### config.mk
export PLATFORM = sky130hd
export DESIGN_NAME = cv32e40p_tmr_spare_mgr
export DESIGN_NICKNAME = d
export VERILOG_FILES = /design/src/rtl/cv32e40p_tmr_spare_mgr.sv
export SDC_FILE = /design/constraint.sdc
export NUM_CORES = 1
export LEC_CHECK = 0
export BUFFER_PORTS_ARGS = -buffer_cell sky130_fd_sc_hd__buf_4
export CORE_MARGIN = 2
export CORE_UTILIZATION = 53
export CTS_BUF_LIST = sky130_fd_sc_hd__clkbuf_4 sky130_fd_sc_hd__clkbuf_8
export CTS_CLUSTER_DIAMETER = 30
export CTS_CLUSTER_SIZE = 12
export DETAILED_ROUTE_END_ITERATION = 12
export PLACE_DENSITY = 0.84
export RECOVER_POWER = 25
export SLEW_MARGIN = 20
export SYNTH_ARGS = -nofsm -noshare
export SYNTH_HDL_FRONTEND = slang
export SYNTH_SLANG_ARGS = --single-unit
### constraint.sdc
create_clock -name clk -period 2.9 [get_ports clk]
set_input_delay 0.29 -clock clk [delete_from_list [all_inputs] [get_ports clk]]
set_output_delay 0.29 -clock clk [all_outputs]
set_load 0.05 [all_outputs]
### src/rtl/cv32e40p_tmr_spare_mgr.sv
// cv32e40p_tmr_spare_mgr
// Bitwise 2-of-3 majority voter with per-slot mismatch accounting and
// hot-spare substitution. Build option CV32E40P_TMR_SPARE_EN enables the spare
// and the SPARED state. Without it, spare_i is ignored and the spare outputs
// are tied low. In that build a faulty slot keeps voting, and the block
// degrades once two slots are flagged.
// FSM state is visible on the ports: spare_active_o marks SPARED and fatal_o
// marks DEGRADED.
module cv32e40p_tmr_spare_mgr #(
    parameter int unsigned WIDTH     = 32,
    parameter int unsigned THRESHOLD = 4,
    parameter int unsigned CNT_W     = 8
) (
    input  logic             clk,
    input  logic             rst,
    input  logic             valid_i,
    input  logic             clear_i,
    input  logic [WIDTH-1:0] rep0_i,
    input  logic [WIDTH-1:0] rep1_i,
    input  logic [WIDTH-1:0] rep2_i,
    input  logic [WIDTH-1:0] spare_i,
    output logic [WIDTH-1:0] data_o,
    output logic             error_o,
    output logic [2:0]       mismatch_o,
    output logic             uncorr_o,
    output logic [2:0]       faulty_o,
    output logic             spare_active_o,
    output logic [1:0]       spare_slot_o,
    output logic             fatal_o
);

    typedef enum logic [1:0] {
        ST_NOMINAL  = 2'd0,
        ST_SPARED   = 2'd1,
        ST_DEGRADED = 2'd2
    } state_e;

    localparam logic [CNT_W-1:0] THR    = CNT_W'(THRESHOLD);
    localparam logic [CNT_W-1:0] THR_M1 = CNT_W'(THRESHOLD - 1);

    state_e           state_q, state_d;
    logic [CNT_W-1:0] cnt_q [3];
    logic [CNT_W-1:0] cnt_d [3];
    logic [2:0]       faulty_q, faulty_d;

    logic [WIDTH-1:0] slot [3];
    logic [WIDTH-1:0] vote;
    logic [2:0]       mismatch;
    logic             uncorr;
    logic [2:0]       spare_here;
    logic [2:0]       count_en;
    logic [2:0]       hit;
    logic [1:0]       n_hits;
    logic [1:0]       n_faulty;

`ifdef CV32E40P_TMR_SPARE_EN
    logic       spare_active_q, spare_active_d;
    logic [1:0] spare_slot_q, spare_slot_d;

    assign spare_active_o = spare_active_q;
    assign spare_slot_o   = spare_slot_q;

    // Which slot (if any) is currently fed by the spare replica.
    always_comb begin
        for (int k = 0; k < 3; k++) begin
            spare_here[k] = spare_active_q && (spare_slot_q == 2'(k));
        end
    end
`else
    logic unused_spare;

    assign unused_spare   = ^spare_i;
    assign spare_active_o = 1'b0;
    assign spare_slot_o   = 2'd0;
    assign spare_here     = 3'b000;
`endif

    // Slot multiplexing and zero-latency bitwise majority vote.
    always_comb begin
        slot[0] = rep0_i;
        slot[1] = rep1_i;
        slot[2] = rep2_i;
`ifdef CV32E40P_TMR_SPARE_EN
        for (int k = 0; k < 3; k++) begin
            if (spare_here[k]) slot[k] = spare_i;
        end
`endif
        vote = (slot[0] & slot[1]) | (slot[0] & slot[2]) | (slot[1] & slot[2]);
        for (int k = 0; k < 3; k++) begin
            mismatch[k] = (slot[k] != vote);
        end
        uncorr = (slot[0] != slot[1]) && (slot[0] != slot[2]) && (slot[1] != slot[2]);
    end

    assign data_o     = vote;
    assign mismatch_o = mismatch;
    assign error_o    = |mismatch;
    assign uncorr_o   = uncorr;
    assign faulty_o   = faulty_q;
    assign fatal_o    = (state_q == ST_DEGRADED);

    // Decide which counters advance and which slots reach the threshold.
    // The spare-fed slot keeps counting although its faulty bit flags the
    // replaced replica.
    always_comb begin
        for (int k = 0; k < 3; k++) begin
            count_en[k] = valid_i && mismatch[k] && !uncorr &&
                          (state_q != ST_DEGRADED) &&
                          (!faulty_q[k] || spare_here[k]) &&
                          (cnt_q[k] != THR);
            hit[k]      = count_en[k] && (cnt_q[k] == THR_M1);
        end
        n_hits = {1'b0, hit[0]} + {1'b0, hit[1]} + {1'b0, hit[2]};
    end

    // Next-state logic: counters, fault flags, spare mapping and FSM.
    always_comb begin
        state_d  = state_q;
        faulty_d = faulty_q;
        n_faulty = 2'd0;
        for (int k = 0; k < 3; k++) begin
            cnt_d[k] = count_en[k] ? cnt_q[k] + CNT_W'(1) : cnt_q[k];
        end
`ifdef CV32E40P_TMR_SPARE_EN
        spare_active_d = spare_active_q;
        spare_slot_d   = spare_slot_q;
        case (state_q)
            ST_NOMINAL: begin
                if (n_hits == 2'd1) begin
                    state_d        = ST_SPARED;
                    spare_active_d = 1'b1;
                    faulty_d       = faulty_q | hit;
                    for (int k = 0; k < 3; k++) begin
                        if (hit[k]) begin
                            spare_slot_d = 2'(k);
                            cnt_d[k]     = '0;
                        end
                    end
                end else if (n_hits != 2'd0) begin
                    state_d  = ST_DEGRADED;
                    faulty_d = faulty_q | hit;
                end
            end
            ST_SPARED: begin
                if (|hit) begin
                    state_d  = ST_DEGRADED;
                    faulty_d = faulty_q | hit;
                end
            end
            ST_DEGRADED: begin
                state_d = ST_DEGRADED;
            end
            default: begin
                state_d = ST_NOMINAL;
            end
        endcase
`else
        faulty_d = faulty_q | hit;
        n_faulty = {1'b0, faulty_d[0]} + {1'b0, faulty_d[1]} + {1'b0, faulty_d[2]};
        if (n_faulty >= 2'd2) state_d = ST_DEGRADED;
`endif
        if (clear_i) begin
            state_d  = ST_NOMINAL;
            faulty_d = 3'b000;
            for (int k = 0; k < 3; k++) cnt_d[k] = '0;
`ifdef CV32E40P_TMR_SPARE_EN
            spare_active_d = 1'b0;
            spare_slot_d   = 2'd0;
`endif
        end
    end

    // State registers with asynchronous reset (mapping drops immediately).
    always_ff @(posedge clk or posedge rst) begin
        if (rst) begin
            state_q  <= ST_NOMINAL;
            faulty_q <= 3'b000;
            for (int k = 0; k < 3; k++) cnt_q[k] <= '0;
`ifdef CV32E40P_TMR_SPARE_EN
            spare_active_q <= 1'b0;
            spare_slot_q   <= 2'd0;
`endif
        end else begin
            state_q  <= state_d;
            faulty_q <= faulty_d;
            for (int k = 0; k < 3; k++) cnt_q[k] <= cnt_d[k];
`ifdef CV32E40P_TMR_SPARE_EN
            spare_active_q <= spare_active_d;
            spare_slot_q   <= spare_slot_d;
`endif
        end
    end

endmodule

==> results.md, run 1 <==
Placed design:
- The wire-length estimate of the detail-placed layout is 17580 microns.
- Prior to clock tree synthesis, the placed netlist has a worst setup slack of -526.7 ps.
- The weighted congestion reported at the end of routability-driven placement is between 1 and 1.5.
- In this run the tool buffered the top-level ports with 140 buffer cells.

Yosys:
- The top cell type by total area after synthesis is sky130_fd_sc_hd__ha_1.
- The Yosys step of the flow raised 0 warnings.
- The synthesized netlist contains 45 unique library cells.
- In this run the cell area of the synthesized design comes to 5144 sq um.
- The number of enable-type register cells in the synthesized netlist is 0.
- After technology mapping, the gate count stands at 597.
- The register area share after synthesis is 13.62%.
- Sorting the synthesized cells by area gives the leading types as sky130_fd_sc_hd__ha_1 (25%), sky130_fd_sc_hd__o31a_1 (16%), sky130_fd_sc_hd__nor4_1 (16%).
- The total of flip-flops plus latches after synthesis is 28.
- After synthesis, the largest area contributor takes up 25.05% of total cell area.
- For this run, the leading register cell type out of synthesis is sky130_fd_sc_hd__dfrtp_1.
- After synthesis, the mean cell area works out to 8.616 sq um.
- In the synthesized netlist the async set-or-reset flop fraction comes to 100.0%.

Run status:
- The flow stopped in global routing (5_1_grt).
- The first error in the log reads "[ERROR GRT-0232] Routing congestion too high. Check the congestion heatmap in the GUI".
- The flow did not finish.

CTS:
- The tree built by TritonCTS fans out to 28 sinks.
- No sink is reached through more buffers than the 2 on the longest clock path.
- The cell sitting at the root of the clock tree is a sky130_fd_sc_hd__clkbuf_8.
- The total clock buffers created by CTS is 3.
- CTS built an H-tree with a depth of 1.
- The number of buffers added to fix hold violations after cts is 0.

Die:
- The initial utilization of the core area, before any placement, comes to a little under three fifths.
- The row count is 35.
- The vertical die dimension is about 100 microns.
- The number of top-level pins is about 180.
- The die is 102.5 microns wide.

Timing:
- The worst setup endpoint after the global-route repair_timing is error_o.
- The kind of endpoint with the least setup slack is a top-level output.

Global routing:
- The global route total overflow is between 800 and 900.
- Global routing used 96.73% of the available tracks across all layers.
- The pin count of the biggest net entering global routing is 38.
per-layer routing:
metal  global-route usage [%]  overflow
met5                    27.88         0
met4                    116.5       215
met1                    85.74         4
met2                    129.2       635
met3                    67.46         1
through the flow:
| stage | TNS, ps | cell area (sq um) | cells | util [%] |
|---|---|---|---|---|
| 2_1_floorplan | -118.0 | 5359 | 599 | - |
| 3_3_place_gp | -620.5 | 7936 | 1048 | 85.08 |
| 3_5_place_dp | -890.2 | 7936 | 1048 | 85.08 |
| 4_1_cts | 0 | 8363 | 1054 | 89.66 |
cell usage after synthesis (2+ instances only):
library cell               number
sky130_fd_sc_hd__nor4_1       132
sky130_fd_sc_hd__ha_1         103
sky130_fd_sc_hd__o31a_1        96
sky130_fd_sc_hd__o22ai_1       50
sky130_fd_sc_hd__or3_1         34
sky130_fd_sc_hd__nor2_1        29
sky130_fd_sc_hd__dfrtp_1       28
sky130_fd_sc_hd__inv_1         16
sky130_fd_sc_hd__nand4_1       14
sky130_fd_sc_hd__nand3_1       10
sky130_fd_sc_hd__a21oi_1        8
sky130_fd_sc_hd__nor2b_1        8
sky130_fd_sc_hd__nand2_1        7
sky130_fd_sc_hd__xnor2_1        6
sky130_fd_sc_hd__and3_1         4
sky130_fd_sc_hd__clkbuf_1       4
sky130_fd_sc_hd__mux2_1         4
sky130_fd_sc_hd__mux2_2         4
sky130_fd_sc_hd__a21o_1         3
sky130_fd_sc_hd__a31o_2         3
sky130_fd_sc_hd__buf_4          3
sky130_fd_sc_hd__mux2i_1        3
sky130_fd_sc_hd__or4_1          3
sky130_fd_sc_hd__nor3_1         2
sky130_fd_sc_hd__nor3b_1        2
sky130_fd_sc_hd__o41ai_1        2
cell families after synthesis:
group | count (synthesis) | synth area share (%)
AOI/OAI and AO/OA | 167 | 25.32
xor gates and xnor gates | 7 | 1.192
adders and majority gates | 103 | 25.05
buffers and inverters | 25 | 2.213
DFF | 28 | 13.62
muxes | 11 | 2.335
other | 1 | 0.07290
and+or+nand+nor | 255 | 30.19
timing repair:
item / 4_1_cts
gates resized for setup: 50
pin swaps: 17
setup endpoints to repair: 2
setup buffers: 3
==> inputs of run 2 (changes only) <==
--- a/config.mk
+++ b/config.mk
@@ -7,12 +7,9 @@
 export LEC_CHECK = 0
 export BUFFER_PORTS_ARGS = -buffer_cell sky130_fd_sc_hd__buf_4
 export CORE_MARGIN = 2
-export CORE_UTILIZATION = 53
-export CTS_BUF_LIST = sky130_fd_sc_hd__clkbuf_4 sky130_fd_sc_hd__clkbuf_8
-export CTS_CLUSTER_DIAMETER = 30
-export CTS_CLUSTER_SIZE = 12
+export CORE_UTILIZATION = 40
 export DETAILED_ROUTE_END_ITERATION = 12
-export PLACE_DENSITY = 0.84
+export PLACE_DENSITY_LB_ADDON = 0.15
 export RECOVER_POWER = 25
 export SLEW_MARGIN = 20
 export SYNTH_ARGS = -nofsm -noshare
==> run 2 against run 1 <==
  * The flow now finishes, with violations (negative setup slack)
  * Area after synthesis is the same
  * Synthesized cell count is the same
==> results.md, run 2 <==
Yosys:
- For this run, the leading register cell type out of synthesis is sky130_fd_sc_hd__dfrtp_1.
- In the post-synthesis netlist, the biggest area contributors are sky130_fd_sc_hd__ha_1 (25%), sky130_fd_sc_hd__o31a_1 (16%), sky130_fd_sc_hd__nor4_1 (16%).
- The mean instance size in the synthesized netlist is 8.616 sq um.
- The number of warnings issued by yosys is 0.
- The synthesized design contains 0 enable-type register cells.
- The share of Yosys cell area claimed by the top area cell type is about a quarter.
- Ranked by instance count, the synthesized netlist is headed by sky130_fd_sc_hd__nor4_1 (132), sky130_fd_sc_hd__ha_1 (103), sky130_fd_sc_hd__o31a_1 (96), sky130_fd_sc_hd__o22ai_1 (50), sky130_fd_sc_hd__or3_1 (34).
- The total of flip-flops plus latches after synthesis is 28.
- The top cell type by total area after synthesis is sky130_fd_sc_hd__ha_1.
- After synthesis, the netlist uses 45 different library cells.
- The most common cell in the netlist is sky130_fd_sc_hd__nor4_1.
- Counting every instance in the synthesized netlist gives 597.
- Summing every instance area after synthesis gives roughly 5100 sq um.
- Summing the sequential cell areas from Yosys gives 13.62% of the chip area.
- For this run, asynchronously set or reset flops after synthesis account for 100.0%.

Route:
- The via total after detailed routing is 6810.
- After detailed routing, the number of remaining DRC violations is 0.
- The detailed router finished its first iteration with 443 violations.
- The mean number of vias per cell is approximately 6.1.
- The post-route antenna net violation count is 0.
- The overall routed net length is 21080 microns.
- The mean routed wirelength per cell is about 19 microns.
- The number of search-and-repair iterations in the first detailed-routing pass is 5.

Power:
- The power per standard cell area is between 200 and 250 nW/um^2.
- For this design the static power due to leakage is 0.003799 uW.
- The completed layout was analyzed and its total power is 2162 uW.
- The largest vdd supply drop is roughly 0.00045 V.

Cells and area:
- In the final design database the tool counted 1176 nets.
- Relative to the synthesized area, the layout overhead comes to 74.65%.
- cnt_q holds more flip-flops than any other register.
- The library cell used most frequently in the layout, excluding fill and tap cells, is sky130_fd_sc_hd__buf_4.
- The multi-input combinational cells in the finished layout cover a total of between 5000 and 6000 sq um.
- The layout filler cell count is 954.
- The register with the most flip-flops in the layout has 24 of them.
- In the layout the commonest cells are sky130_fd_sc_hd__buf_4 (338), sky130_fd_sc_hd__o31a_1 (96), sky130_fd_sc_hd__nor4_1 (78).
- The number of antenna repair diodes is 0.
- The fraction of layout instances using a drive strength above 1 is a little over half.
- The post-route cell area is 8984 sq um.
- The sequential cells in the finished layout cover a total of 700.7 sq um.

Global routing:
- The via count of the first global-routing pass was 6570.
- Global routing used 27.96% of the available tracks.
- The number of antenna violations at the first check in global routing is 0.
- The pin count of the biggest net entering global routing is 38.
- The first global-routing pass estimated between 30000 and 40000 microns of wire.
- After global routing the overflow that remains totals 0.

CTS:
- The number of clock buffers added by TritonCTS is 3.
- After clock tree synthesis, the flow added hold-fix buffers numbering 0.
- The number of buffers between clock root and the deepest sink is 2.
- Clock-pin slew was measured on the worst setup and hold paths at 60 ps.
- The clock latency on the worst-skew pair is 270 ps.
- CTS placed an instance of sky130_fd_sc_hd__clkbuf_16 at the clock tree root.
- The number of clock sinks is 28.
- The TritonCTS clock tree is built.
- In this run the number of H-tree levels came out at 1.

Timing:
- The count of pins over their slew limit is 0.
- After layout, the worst setup slack is -35.34 ps.
- The final hold violation count was 0.
- The minimum clock period after layout is 2935 ps.
- The count of final setup violators is 1.
- Setup repair after global routing could not meet its margin everywhere.
- Measured against its own limit, the worst slew margin works out to 26.51%.
- The highest clock frequency the design can meet is 340.7 MHz.
- After routing, the total negative slack on setup checks comes to -35.34 ps.
- After layout, the worst path uses 101.2% of the clock period.
- The final setup skew is 8.279 ps.
- The actual transition at the worst max-transition pin is between 1000 and 1500 ps.

Placed design:
- The count of input and output buffers is 140.
- The weighted congestion reported at the end of routability-driven placement is 0.9747.
- The standard cell area after detailed placement is about 8100 sq um.
- Detailed placement finished with a half-perimeter wire length of 16900 microns.

Die:
- The area of the die is 13780 sq um.
- The placeable core area is 12570 sq um.
- The effective utilization at floorplan is 40.93%.
- During I/O placement, the number of pins put on the boundary was about 180.
- The floorplan step set the die height to 117.4 microns.
- After floorplanning, the core was divided into 41 placement rows.
- The horizontal die dimension is between 100 and 150 microns.

Worst setup path:
- Counting stages on the worst path, the most repeated cell is sky130_fd_sc_hd__buf_4.
- The critical path goes through buf_4 -> ha_1 -> nor4_2 -> buf_4 -> nand4_1 -> o22ai_4 -> o21ai_4 -> nor3_4 -> nand2_2 -> o41ai_2 -> buf_4 -> ha_4 -> a211oi_2 -> a21oi_1.
- Along the worst path, the maximum fanout reaches 4.
- By startpoint and endpoint, the worst setup path is classified as primary input to register.
- Broken down by cell family, the worst path's largest delay share belongs to compound AO/OA/AOI/OAI gates.
- Among all stages on the critical path, the largest delay is contributed by sky130_fd_sc_hd__nor4_2.
- STA puts the critical path data arrival time at between 3000 and 4000 ps.
- The required time of the critical path is 3030 ps.
- The critical path buffer and inverter count is 3.
- The startpoint type of the worst setup path is a primary input.
- The peak per-stage delay on the critical path is approximately 380 ps.
- STA classifies the critical path endpoint as a register.

Worst hold path:
- In this run the worst hold path is classified as primary input to asynchronous set/reset pin.

Run:
- The tool flagged a number of max-cap violations equal to 0.

Run status:
- The final reports fail on negative setup slack.
- The flow ran to the end, but the final reports show violations.
## run 2: cell counts after synthesis
Identical to the previous run, type by type.
## run 2: metal layers
| layer | routed length [microns] | part of all wire, % | global-route usage [%] |
|---|---|---|---|
| met4 | 557 | 2.6 | 7.605 |
| met5 | 0 | 0 | 0 |
| met3 | 1243 | 5.9 | 4.329 |
| met1 | 8733 | 41 | 34.33 |
| met2 | 10550 | 50 | 50.58 |
## run 2: final timing paths
check,startpoint,end,slack [ps],cells after the start
setup / recovery,rep0_i[5],state_q[1],-40,14
hold / removal,rst,cnt_q[11],310,2
setup reg to reg,cnt_q[21],state_q[1],390,11
hold reg to reg,cnt_q[17],cnt_q[17],560,2
max in group asynchronous,rst,cnt_q[7],1930,2
min in group clk,clear_i,cnt_q[17],420,2
## run 2: repair_timing
| action | CTS | global route |
|---|---|---|
| endpoints found under the setup margin | 3 | 3 |
| hold endpoints to repair | 0 | 0 |
| gates cloned | 0 | 0 |
| gates resized for setup | 18 | 101 |
| pin swaps | 5 | 32 |
| buffers inserted | 1 | 5 |
## run 2: logic make-up (layout without fill, tap and decap cells)
group | count (synthesis) | after routing | share of synthesized area (%)
AO/OA/AOI/OAI | 167 | 167 | 25.32
adder cells (fa/ha/maj) | 103 | 103 | 25.05
AND/OR/NAND/NOR | 255 | 255 | 30.19
XOR/XNOR | 7 | 7 | 1.192
other | 1 | 3 | 0.07290
multiplexers | 11 | 11 | 2.335
flip-flops | 28 | 28 | 13.62
buffers and inverters | 25 | 366 | 2.213
## run 2: power breakdown
part | internal, uW | switching [uW]
registers | 390 | 0.000000102
clock network | 275 | 133
logic | 644 | 719
## run 2: metrics by stage
stage	hold WS [ps]	instances	worst slack, ps	utilization, %
after global placement	522.2	1102	-418.0	64.23
after CTS	345.7	1107	-80.89	65.99
after detailed placement	553.2	1102	-434.9	64.23
final	306.0	1112	-35.34	71.48
after global routing	441.1	1112	-144.9	71.48
after floorplan	355.4	599	-118.0	-
## run 2: area by class of cell
type	count	share of cell area (%)
timing repair buffer	346	29.25
inverter	16	0.6685
clock buffer	3	0.8357
multi-input combinational	546	58.72
clock inverter	1	0.3343
tap	172	2.396
sequential	28	7.799
## run 2: worst register-to-register path: stages, from the launching register on
cell and delay (ps):
sky130_fd_sc_hd__dfrtp_1 430, sky130_fd_sc_hd__or4_1 610, sky130_fd_sc_hd__nor2_1 160, sky130_fd_sc_hd__nand3_1 90
sky130_fd_sc_hd__nand2_1 200, sky130_fd_sc_hd__nor3_4 60, sky130_fd_sc_hd__nand2_2 90, sky130_fd_sc_hd__o41ai_2 80
sky130_fd_sc_hd__buf_4 150, sky130_fd_sc_hd__ha_4 220, sky130_fd_sc_hd__a211oi_2 200, sky130_fd_sc_hd__a21oi_1 90
(Power assumes the default switching activity.)
